==> src/rtl/uart_rx_unit.sv <==
// UART receiver: 16x oversampled start/data/stop framing into a small byte FIFO.
// Define UART_RX_PARITY_EN to add an even-parity bit after the data bits and a parity_err output.
module uart_rx_unit #(
    parameter int DVSR    = 163,
    parameter int DBIT    = 8,
    parameter int SB_TICK = 16,
    parameter int FIFO_W  = 2
) (
    input  logic            clk,
    input  logic            reset,
    input  logic            rx,
    input  logic            rd,
    output logic [DBIT-1:0] rx_data,
    output logic            rx_empty,
    output logic            frame_err,
`ifdef UART_RX_PARITY_EN
    output logic            parity_err,
`endif
    output logic            overrun
);
    localparam int CW    = (DVSR > 1) ? $clog2(DVSR) : 1;
    localparam int SW    = (SB_TICK > 16) ? $clog2(SB_TICK) : 4;
    localparam int NW    = (DBIT > 1) ? $clog2(DBIT) : 1;
    localparam int DEPTH = 2 ** FIFO_W;

    localparam logic [2:0] IDLE   = 3'd0;
    localparam logic [2:0] START  = 3'd1;
    localparam logic [2:0] DATA   = 3'd2;
`ifdef UART_RX_PARITY_EN
    localparam logic [2:0] PARITY = 3'd3;
`endif
    localparam logic [2:0] STOP   = 3'd4;

    logic            rx_meta_q, rx_sync_q;
    logic [CW-1:0]   cnt_q;
    logic            tick;
    logic [2:0]      state_q, state_d;
    logic [SW-1:0]   s_q, s_d;
    logic [NW-1:0]   n_q, n_d;
    logic [DBIT-1:0] b_q, b_d;
    logic            frame_err_q, frame_err_d;
    logic            pbad_q, pbad_d;
    logic            perr_q, perr_d;
    logic            push;

    logic [DBIT-1:0] mem [DEPTH];
    logic [FIFO_W-1:0] wr_ptr_q, rd_ptr_q;
    logic [FIFO_W:0]   count_q;
    logic            overrun_q;
    logic            full, rd_ok, wr_ok, ovf;

    assign tick = (cnt_q == CW'(DVSR - 1));

    always_ff @(posedge clk or negedge reset) begin
        if (!reset) begin
            rx_meta_q <= 1'b1;
            rx_sync_q <= 1'b1;
            cnt_q     <= '0;
        end else begin
            rx_meta_q <= rx;
            rx_sync_q <= rx_meta_q;
            cnt_q     <= tick ? '0 : cnt_q + CW'(1);
        end
    end

    always_comb begin
        state_d     = state_q;
        s_d         = s_q;
        n_d         = n_q;
        b_d         = b_q;
        pbad_d      = pbad_q;
        perr_d      = 1'b0;
        frame_err_d = 1'b0;
        push        = 1'b0;
        case (state_q)
            IDLE: begin
                s_d = '0;
                if (!rx_sync_q) state_d = START;
            end
            START: if (tick) begin
                if (s_q == SW'(7)) begin
                    s_d = '0;
                    n_d = '0;
                    pbad_d = 1'b0;
                    state_d = rx_sync_q ? IDLE : DATA;
                end else begin
                    s_d = s_q + SW'(1);
                end
            end
            DATA: if (tick) begin
                if (s_q == SW'(15)) begin
                    s_d = '0;
                    b_d = {rx_sync_q, b_q[DBIT-1:1]};
                    if (n_q == NW'(DBIT - 1)) begin
`ifdef UART_RX_PARITY_EN
                        state_d = PARITY;
`else
                        state_d = STOP;
`endif
                    end else begin
                        n_d = n_q + NW'(1);
                    end
                end else begin
                    s_d = s_q + SW'(1);
                end
            end
`ifdef UART_RX_PARITY_EN
            // Even parity: the parity bit must equal the XOR of the data bits.
            PARITY: if (tick) begin
                if (s_q == SW'(15)) begin
                    s_d = '0;
                    state_d = STOP;
                    if (rx_sync_q != ^b_q) begin
                        pbad_d = 1'b1;
                        perr_d = 1'b1;
                    end
                end else begin
                    s_d = s_q + SW'(1);
                end
            end
`endif
            STOP: if (tick) begin
                if (s_q == SW'(SB_TICK - 1)) begin
                    s_d = '0;
                    state_d = IDLE;
                    if (rx_sync_q) push = !pbad_q;
                    else           frame_err_d = 1'b1;
                end else begin
                    s_d = s_q + SW'(1);
                end
            end
            default: state_d = IDLE;
        endcase
    end

    always_ff @(posedge clk or negedge reset) begin
        if (!reset) begin
            state_q     <= IDLE;
            s_q         <= '0;
            n_q         <= '0;
            b_q         <= '0;
            pbad_q      <= 1'b0;
            perr_q      <= 1'b0;
            frame_err_q <= 1'b0;
        end else begin
            state_q     <= state_d;
            s_q         <= s_d;
            n_q         <= n_d;
            b_q         <= b_d;
            pbad_q      <= pbad_d;
            perr_q      <= perr_d;
            frame_err_q <= frame_err_d;
        end
    end

    // A push into a full FIFO is still accepted when the head is popped in the same cycle.
    assign full  = (count_q == (FIFO_W+1)'(DEPTH));
    assign rd_ok = rd && (count_q != '0);
    assign wr_ok = push && (!full || rd_ok);
    assign ovf   = push && full && !rd_ok;

    always_ff @(posedge clk) begin
        if (wr_ok) mem[wr_ptr_q] <= b_q;
    end

    always_ff @(posedge clk or negedge reset) begin
        if (!reset) begin
            wr_ptr_q  <= '0;
            rd_ptr_q  <= '0;
            count_q   <= '0;
            overrun_q <= 1'b0;
        end else begin
            if (wr_ok) wr_ptr_q <= wr_ptr_q + FIFO_W'(1);
            if (rd_ok) rd_ptr_q <= rd_ptr_q + FIFO_W'(1);
            case ({wr_ok, rd_ok})
                2'b10:   count_q <= count_q + (FIFO_W+1)'(1);
                2'b01:   count_q <= count_q - (FIFO_W+1)'(1);
                default: count_q <= count_q;
            endcase
            if (ovf)        overrun_q <= 1'b1;
            else if (rd_ok) overrun_q <= 1'b0;
        end
    end

    assign rx_empty  = (count_q == '0);
    assign rx_data   = rx_empty ? '0 : mem[rd_ptr_q];
    assign frame_err = frame_err_q;
    assign overrun   = overrun_q;
`ifdef UART_RX_PARITY_EN
    assign parity_err = perr_q;
`endif

endmodule
==> config.mk <==
export PLATFORM = sky130hd
export DESIGN_NAME = uart_rx_unit
export DESIGN_NICKNAME = d
export VERILOG_FILES = /design/src/rtl/uart_rx_unit.sv
export SDC_FILE = /design/constraint.sdc
export NUM_CORES = 1
export LEC_CHECK = 0
export ABC_AREA = 1
export CORE_MARGIN = 2
export CORE_UTILIZATION = 64
export DETAILED_ROUTE_END_ITERATION = 10
export GPL_ROUTABILITY_DRIVEN = 0
export GPL_TIMING_DRIVEN = 0
export HOLD_SLACK_MARGIN = 0.1
export PLACE_DENSITY = 0.84
export SLEW_MARGIN = 20
export SYNTH_ARGS = -nofsm -noshare
export SYNTH_HDL_FRONTEND = slang
export SYNTH_SLANG_ARGS = --single-unit
export TNS_END_PERCENT = 30
==> constraint.sdc <==
create_clock -name clk -period 2.92 [get_ports clk]
set_input_delay 0.584 -clock clk [delete_from_list [all_inputs] [get_ports clk]]
set_output_delay 0.584 -clock clk [all_outputs]
set_load 0.05 [all_outputs]
==> summary.md <==
| Metric | Value |
|---|---|
| Status | finished, final reports clean |
| Ys Warns | 0 |
| Die ar. | 5492 µm² |
| Syn_nets | 329 |
| Dpl cells | roughly 400 |
| DR iter-0 viols | about 150 |
| Worst reg-to-reg path cell count | 8 |
| CP startpoint | rd_ptr_q[0]$_DFFE_PN0P_ |
| CTS Buf Count | 9 |
| DP Wirelength | around 3.9 mm |
| Postcts setup bufs | 0 |
| Core Util, Final | 76.56% |
| PortBufs | 14 |
| Pwr dens | between 500 and 600 nW/µm² |
| Initial antenna violation count | 0 |
| Sequential fraction of the synthesis area | around 60% |
| Core area | between 4000 and 5000 µm² |
| Crit path DAT | 2.25 ns |
| Worst rel slew slack | approximately half |
| Tightest Hold Check Type | in -> async |
| Final period utilization | between 90% and 100% |
| EDFF count, synth | 32 |
| Hold buffer count at CTS | 0 |
| Filler cells | 296 |
| Drt drc | 0 |
| Most frequent cells in the layout | 55 x nor2_1, 48 x nand2_1, 35 x dfrtp_1, 32 x edfxtp_1, 28 x inv_1 |
| Final WS setup | about 0.084 ns |
| Number of detailed-route iterations in the first pass | 4 |
| ANT cells | 0 |
| Synth Area per Inst | around 10 µm² |
| CTS root buffer | clkbuf_8 |
| Setup TNS Final | 0 ns |
| Worst setup EP type | output pin |
| Peak supply drop | roughly 0.0004 V |
| Largest net degree at the start of global routing | 23 |
| Most common cell after layout, fill and taps aside | nor2_1 |
| Post-synth ARST share | 53.62% |
| Final WL | just under 6 mm |
| Final setup fails | 0 |
| Synth top area cells | edfxtp_1 31%, dfrtp_1 28%, nor2_1 6.6% |
| Worst setup SP type | flop |
| Max Cap Viol | 0 |
| CP max FO | 10 |
| Worst EP required | roughly 2.3 ns |
| Starting Density | about two thirds |
| Die Ht | 74.11 µm |
| R2R Path Start | cnt_q[0]$_DFF_PN0_ |
| Maximum clock frequency | approximately 350 MHz |
| Avg Vias per Cell | roughly 5.3 |
| Max-slew violations | 0 |
| Core Rows | 25 |
| CTS H-tree lvls | 3 |
| Yosys reg bits | 69 |
| Non-filler instance count after layout | 412 |
| Gr usage total | between 20% and 30% |
| First-pass GRT wire length | approximately 9.5 mm |
| Die Wd | roughly 74 µm |
| Final Hold Viols | 0 |
| Post-Place Cell Area | around 3400 µm² |
| Leakage | approximately 1.7 nW |
| Ratio of cells with drive above 1 in the final layout | a little under a fifth |
| GR Overflow Total | 0 |
| Ys flop type | dfrtp_1 |
| Area grow syn2layout | 14.96% |
| Nets | between 300 and 400 |
| Worst Hold Slack | about 0.15 ns |
| Biggest area consumer among synthesized cells | edfxtp_1 |
| Synth top area share | between 30% and 40% |
| Unique cell type count in the Yosys netlist | 30 |
| Post-Place Setup Slack | between 0.04 and 0.05 ns |
| Total chip power | around 2.0 mW |
| Post-synthesis instance area | 3146 µm² |
| Clock Latency Late Sink | between 0.3 and 0.4 ns |
| Clock sink count | 69 |
| Vias in the first global route | 2,123 |
| Final min period | between 2 and 3 ns |
| Routed Antenna Nets | 0 |
| Cells after Synth | between 300 and 400 |
| CTS Buffer Depth | 2 |
| Routed via count | 2,164 |
| Slew @ Worst Pin | ~0.77 ns |
| RSZ-0062 raised after global routing | false |
| Area of the multi-input gates | between 1000 and 1500 µm² |
| WL/cell | between 10 and 15 µm |
| Post-route cell area | approximately 3600 µm² |
| Clock-pin slew on the worst setup and hold paths | approximately 0.080 ns |
| TritonCTS clock tree | yes |
| Clock skew after layout | 0.01174 ns |
| Reg area | between 1500 and 2000 µm² |
| I/O Pins | 15 |
| Setup CP Type | reg -> out |
flip-flops by register name, summed over array words and instances (netlist names), 2 cells and up:
register	flops
state_q	3
b_q	8
rd_ptr_q	2
count_q	3
cnt_q	8
s_q	4
wr_ptr_q	2
mem	32
n_q	3
worst max-delay path, cell delays in order (launching register included):
cell and delay [ns]:
dfrtp_1 0.35, buf_2 0.19, inv_2 0.16, clkbuf_1 0.37, o21ai_0 0.17, a21oi_1 0.15
clkdlybuf4s15_1 0.51
cell type report:
cell class | count | area share, %
inverter | 39 | 4.048
sequential | 69 | 52.25
tap | 67 | 2.318
clock buffer | 9 | 3.426
multi-input combinational | 202 | 29.90
timing repair buffer | 15 | 3.979
buffer | 4 | 0.6920
clock inverter | 7 | 3.391
synthesized netlist by cell type, types with 7 or more instances:
library cell   n
a21oi_1       13
dfrtp_1       35
edfxtp_1      32
ha_1           9
inv_1         28
inv_2         10
nand2_1       48
nand3_1       10
nor2_1        55
nor2_2         7
o21ai_0       22
metal layers:
metal  global-route usage (%)  vias up  wire length [µm]
li1                         -     1079                 -
met1                    29.13     1010              2531
met2                    41.17       62              2909
met3                    4.065       13               239
met4                    12.12        0               123
met5                        0        -                 0
path summary, 6_finish.rpt:
kind	endpoint	slack, ns
worst min-delay path	frame_err$_DFF_PN0_	0.15
worst max register to register	mem[1][3]$_DFFE_PP_	0.60
worst min register to register	rx_sync_q$_DFF_PN1_	0.36
worst max-delay path	rx_data[6]	0.08
min in group clk	rx_sync_q$_DFF_PN1_	0.36
max in group asynchronous	rd_ptr_q[0]$_DFFE_PN0P_	2.34
where the power goes:
part / internal (mW) / switching (mW)
clock: 0.571 / 0.382
sequential: 1.01 / 0.000577
combinational: 0.00687 / 0.0121
total: 1.59 / 0.394
cell families (layout without fill, tap and decap cells):
group / after synthesis / in the layout / synth area share, %
XOR/XNOR: 4 / 4 / 1.114
buffers and inverters: 44 / 74 / 5.569
adder cells (fa/ha/maj): 10 / 10 / 4.216
flip-flops: 69 / 69 / 60.06
AO/OA/AOI/OAI: 51 / 51 / 9.189
AND/OR/NAND/NOR: 137 / 137 / 19.85
timing repair:
action / 4_1_cts / 5_1_grt
endpoints found under the hold margin: 0 / 0
setup endpoints to repair: 8 / 7
resized for setup: 10 / 11
(Power assumes the default switching activity.)
==> RTL edit 1: new RTL, same settings <==
Add a define of `UART_RX_PARITY_EN`.
--- a/src/rtl/uart_rx_unit.sv
+++ b/src/rtl/uart_rx_unit.sv
@@ -1,5 +1,7 @@
 // UART receiver: 16x oversampled start/data/stop framing into a small byte FIFO.
 // Define UART_RX_PARITY_EN to add an even-parity bit after the data bits and a parity_err output.
+`define UART_RX_PARITY_EN
+
 module uart_rx_unit #(
     parameter int DVSR    = 163,
     parameter int DBIT    = 8,
Behaviour (old outputs only; new: parity_err): no difference found for any inputs over 10 cycles, from zero or initial values and one cycle with reset low; that may be too few to reach the edited logic, so the function may still have changed.
==> RTL edit 1 against the original RTL <==
  * First-iteration DRC count grew 14%
  * Routed wire length is 7.1% higher
  * Worst setup slack worse by 22 ps
  * Register-to-register slack got worse by 80 ps
  * Cell count up 12%
  * Utilization fell by 1.8 points
  * Critical path type unchanged
  * Critical endpoint is now rx_data[0]
  * Synthesized area grew 9.9%
  * Final area rose by 7.0%
  * Count of clock-buffer cells in the layout unchanged
  * Die area increased by 9.4%
  * Sequential cell count up 2
  * Critical path depth stayed put
  * Largest cell class unchanged
Power is not compared: it rests on default switching activity, and its combinational part moved more than twofold at a synthesized area within 25%.
==> RTL edit 1: results (changes against the original RTL) <==
metric,value,unit,change
holdPathStages,0,,
stdcell_area,3867,sq um,+7.0%
worst_slew_pin_slew,747.6,ps,-26.97 ps
crit_end,rx_data[0],,
seq_area_frac_synth,56.10,%,-4.0 points
drive_gt1_share,17.05,%,-1.8 points
ys_async_sr_fraction,54.93,%,+1.3 points
hp-class,register to register,,
fillers,335,,+13%
min_period_over_period,97.85,%,+0.74 points
timing.rr.start,s_q[0]$_DFFE_PN0P_,,
clockBufferDepth,2,,unchanged
worstPathArrival,2270,ps,+20 ps
seq_cells,71,,+2.9%
startpoint,rd_ptr_q[0]$_DFFE_PN0P_,,
ys_types,35,,+17%
initialDrtViolationCount,166,,+14%
die_area,6005,sq um,+9.4%
placedInstanceArea,3710,sq um,+9.4%
p_int,1.690,mW,
syn-num-nets,376,,+14%
port_buffers,15,,+1
crit-reg2reg-capture,mem[3][7]$_DFFE_PP_,,
synth_area_per_cell,9.550,sq um,-4.4%
antenna_found_initial,0,,unchanged
wl,6.216,mm,+7.1%
bufAreaShareNonClock,4.465,%,-0.21 points
n_all_buffers,22,,+3
multi_input_cells,243,,+20%
nets,403,,+14%
cts-resized-gates,8,,-2
placed_cells,448,,+13%
finalClockSkew,9.481,ps,-2.263 ps
clk_share,4.820,%,-2.0 points
pre_cts_ws,94.75,ps,+44.75 ps
grt_max_degree,31,,+35%
seq_share,50.15,%,-2.1 points
dpl.hpwl,4.317,mm,+12%
yosys_warnings,0,,unchanged
viasPerCell,5.382,,+2.5%
reg2reg_depth,9,,+1
p_clk_share,27.4,%,
peakVddDrop,0.5104,mV,
nNonClkInverters,42,,+7.7%
synthTopCellsByCount,"nand2_1, nor2_1, dfrtp_1, edfxtp_1, inv_1",,
first_global_vias,2456,,+16%
ctsHoldBuffers,1,,+1
finalNonFillerCells,463,,+12%
clkLatencyLatePin,340,ps,-20 ps
run_status,finished clean,,
multi_input_area_share,34.16,%,+4.3 points
synth_area_leaders,"edfxtp_1, dfrtp_1, nand2_1, nor2_1, inv_1",,
grt_pass1_wl,10.86,mm,+15%
[RTL edit 1: changes by cell type in the layout (fill, tap and decap cells not counted), sizes merged, moves of 3 or more]
| cell | change |
|---|---|
| clkbuf | +3 |
| clkdlybuf4s15 | -3 |
| nand2 | +18 |
| nor2 | +4 |
| nor3 | +4 |
| o21ai | +5 |
| xor2 | +4 |
[RTL edit 1: layer usage]
metal	track usage [%]	share of wire, %
met2	40.61	52
met5	0	0
met3	4.186	3.6
met1	27.85	43
met4	11.25	2.0
[RTL edit 1: kinds of logic after synthesis]
| group | count (synthesis) | synth area share, % |
|---|---|---|
| AOI/OAI and AO/OA | 55 | 8.180 |
| xor gates and xnor gates | 10 | 2.534 |
| adders and majority gates | 10 | 3.836 |
| buffers and inverters | 48 | 5.682 |
| DFF | 71 | 56.10 |
| muxes | 1 | 0.4342 |
| and+or+nand+nor | 167 | 23.24 |
==> RTL edit 2: new RTL, config.mk and constraints unchanged <==
Without the edit above. `s_q` and `b_q` no longer have a reset.
--- a/src/rtl/uart_rx_unit.sv
+++ b/src/rtl/uart_rx_unit.sv
@@ -136,21 +136,22 @@
     always_ff @(posedge clk or negedge reset) begin
         if (!reset) begin
             state_q     <= IDLE;
-            s_q         <= '0;
             n_q         <= '0;
-            b_q         <= '0;
             pbad_q      <= 1'b0;
             perr_q      <= 1'b0;
             frame_err_q <= 1'b0;
         end else begin
             state_q     <= state_d;
-            s_q         <= s_d;
             n_q         <= n_d;
-            b_q         <= b_d;
             pbad_q      <= pbad_d;
             perr_q      <= perr_d;
             frame_err_q <= frame_err_d;
         end
+    end
+
+    always_ff @(posedge clk) begin
+        s_q <= s_d;
+        b_q <= b_d;
     end
 
     // A push into a full FIFO is still accepted when the head is popped in the same cycle.
Function: same outputs for any inputs over 10 cycles, from zero or initial values and one cycle with reset low; that may be too few to reach the edited logic, so the function may still have changed.
==> RTL edit 2 against the original RTL <==
  * Count of clock-buffer cells in the layout up 2
  * Critical path type unchanged
  * Synthesized area down 4.5%
  * Final area down 6.7%
  * Sequential cell count unchanged
  * Sequential share of layout area up 5.6 points
  * Highest routed layer unchanged
  * Worst setup slack better by 160 ps
  * Routed wire length down 1.8%
  * Critical endpoint is now rx_data[3]
Power is not compared: it rests on default switching activity, and its combinational part moved more than twofold at a synthesized area within 25%.
==> RTL edit 2: results (changes against the original RTL) <==
metric,value,unit,change
timing.rr.start,cnt_q[0]$_DFF_PN0_,,
leakagePower,1.429,nW,
worstPathArrival,2090,ps,-160 ps
ys_types,30,,unchanged
synth-edff-count,44,,+38%
synth_area_leaders,"edfxtp_1, dfrtp_1, nor2_1, nand2_1, o21ai_0",,
reg_top3,"mem (32), b_q (8), cnt_q (8)",,
finalClockSkew,7.934,ps,-3.810 ps
port_buffers,14,,unchanged
critPathMaxFanout,10,,unchanged
ys_async_sr_fraction,36.23,%,-17 points
clk_pin_slew,70,ps,
run_status,finished clean,,
powerSeq,1.09,mW,
synthTopCellsByCount,"nor2_1, edfxtp_1, nand2_1, inv_1",,
clkLatencyLatePin,340,ps,-20 ps
start_kind,register,,
pre_cts_ws,120.4,ps,+70.42 ps
drive_gt1_share,12.82,%,-6.0 points
yosys_warnings,0,,unchanged
ys.flop_type,edfxtp_1,,
post_cts_buffers,0,,unchanged
hp-class,primary input to async pin,,
clk-power,0.816,mW,
n_antenna_cell,0,,unchanged
startpoint,rd_ptr_q[1]$_DFFE_PN0P_,,
synth-compound-area-share,7.077,%,-2.1 points
peakVddDrop,0.8088,mV,
synth_fa_ha_area_share,4.413,%,+0.20 points
first_global_vias,1939,,-8.7%
initialDrtViolationCount,194,,+33%
slew-limit-headroom,42.89,%,-5.3 points
p_int,1.786,mW,
dr.pass1.iters,4,,unchanged
htreeDepth,3,,unchanged
cts_made_buffers,9,,unchanged
seq_area_frac_synth,64.86,%,+4.8 points
viasPerCell,5.571,,+6.1%
dpl.hpwl,3.788,mm,-1.8%
synth_xor_area_share,1.749,%,+0.63 points
antenna_found_initial,0,,unchanged
grt_usage,24.19,%,+0.29 points
nets,321,,-9.3%
syn-num-nets,296,,-10%
cts_root_buffer,clkbuf_8,,
wl,5.698,mm,-1.8%
clockBufferDepth,2,,unchanged
grt_max_degree,26,,+13%
synth.area.mux_share,0,%,unchanged
grt_pass1_wl,9.094,mm,-4.1%
fillers,294,,-0.68%
[RTL edit 2: metal layers]
layer / vias up / share of wire [%] / global-route usage (%)
met1: 963 / 39 / 28.07
met5: - / 0 / 0
met3: 4 / 6.3 / 8.056
li1: 986 / - / -
met4: 0 / 0.95 / 9.671
met2: 75 / 53 / 41.41
[RTL edit 2: worst paths after layout]
path / to / slack, ps / depth (start not counted)
setup / recovery: rx_data[3] / 250 / 6
hold / removal: n_q[0]$_DFFE_PN0P_ / 230 / 1
setup reg to reg: mem[0][6]$_DFFE_PP_ / 450 / 8
hold reg to reg: rx_sync_q$_DFF_PN1_ / 370 / 0
max in group asynchronous: rx_sync_q$_DFF_PN1_ / 2300 / 1
min in group clk: rx_sync_q$_DFF_PN1_ / 370 / 0
[RTL edit 2: metrics by stage]
step	hold WS, ps	cell area (sq um)	power, mW	cells
2_1_floorplan	288.4	3005	1.844	282
3_3_place_gp	346.9	3211	2.131	348
3_5_place_dp	353.6	3211	2.176	348
4_1_cts	365.4	3407	2.921	364
5_1_grt	267.7	3372	3.026	364
6_report	234.4	3372	2.890	364
[RTL edit 2: timing repair]
action | 4_1_cts | 5_1_grt
resized for setup | 8 | 16
pin swaps | 0 | 0
endpoints found under the setup margin | 8 | 8
[RTL edit 2: critical path, stage by stage, from the launching register on]
cell and delay, ps:
dfrtp_1 320, clkbuf_1 400, inv_1 290, nor2_1 160, o21ai_0 100, a21oi_1 160
clkbuf_2 310
[RTL edit 2: cell type report]
type,count,area share (%)
multi-input combinational,177,27.24
timing repair buffer,14,2.820
clock buffer,11,3.896
tap,52,1.930
clock inverter,5,2.226
buffer,4,0.5195
sequential,69,57.81
inverter,32,3.562
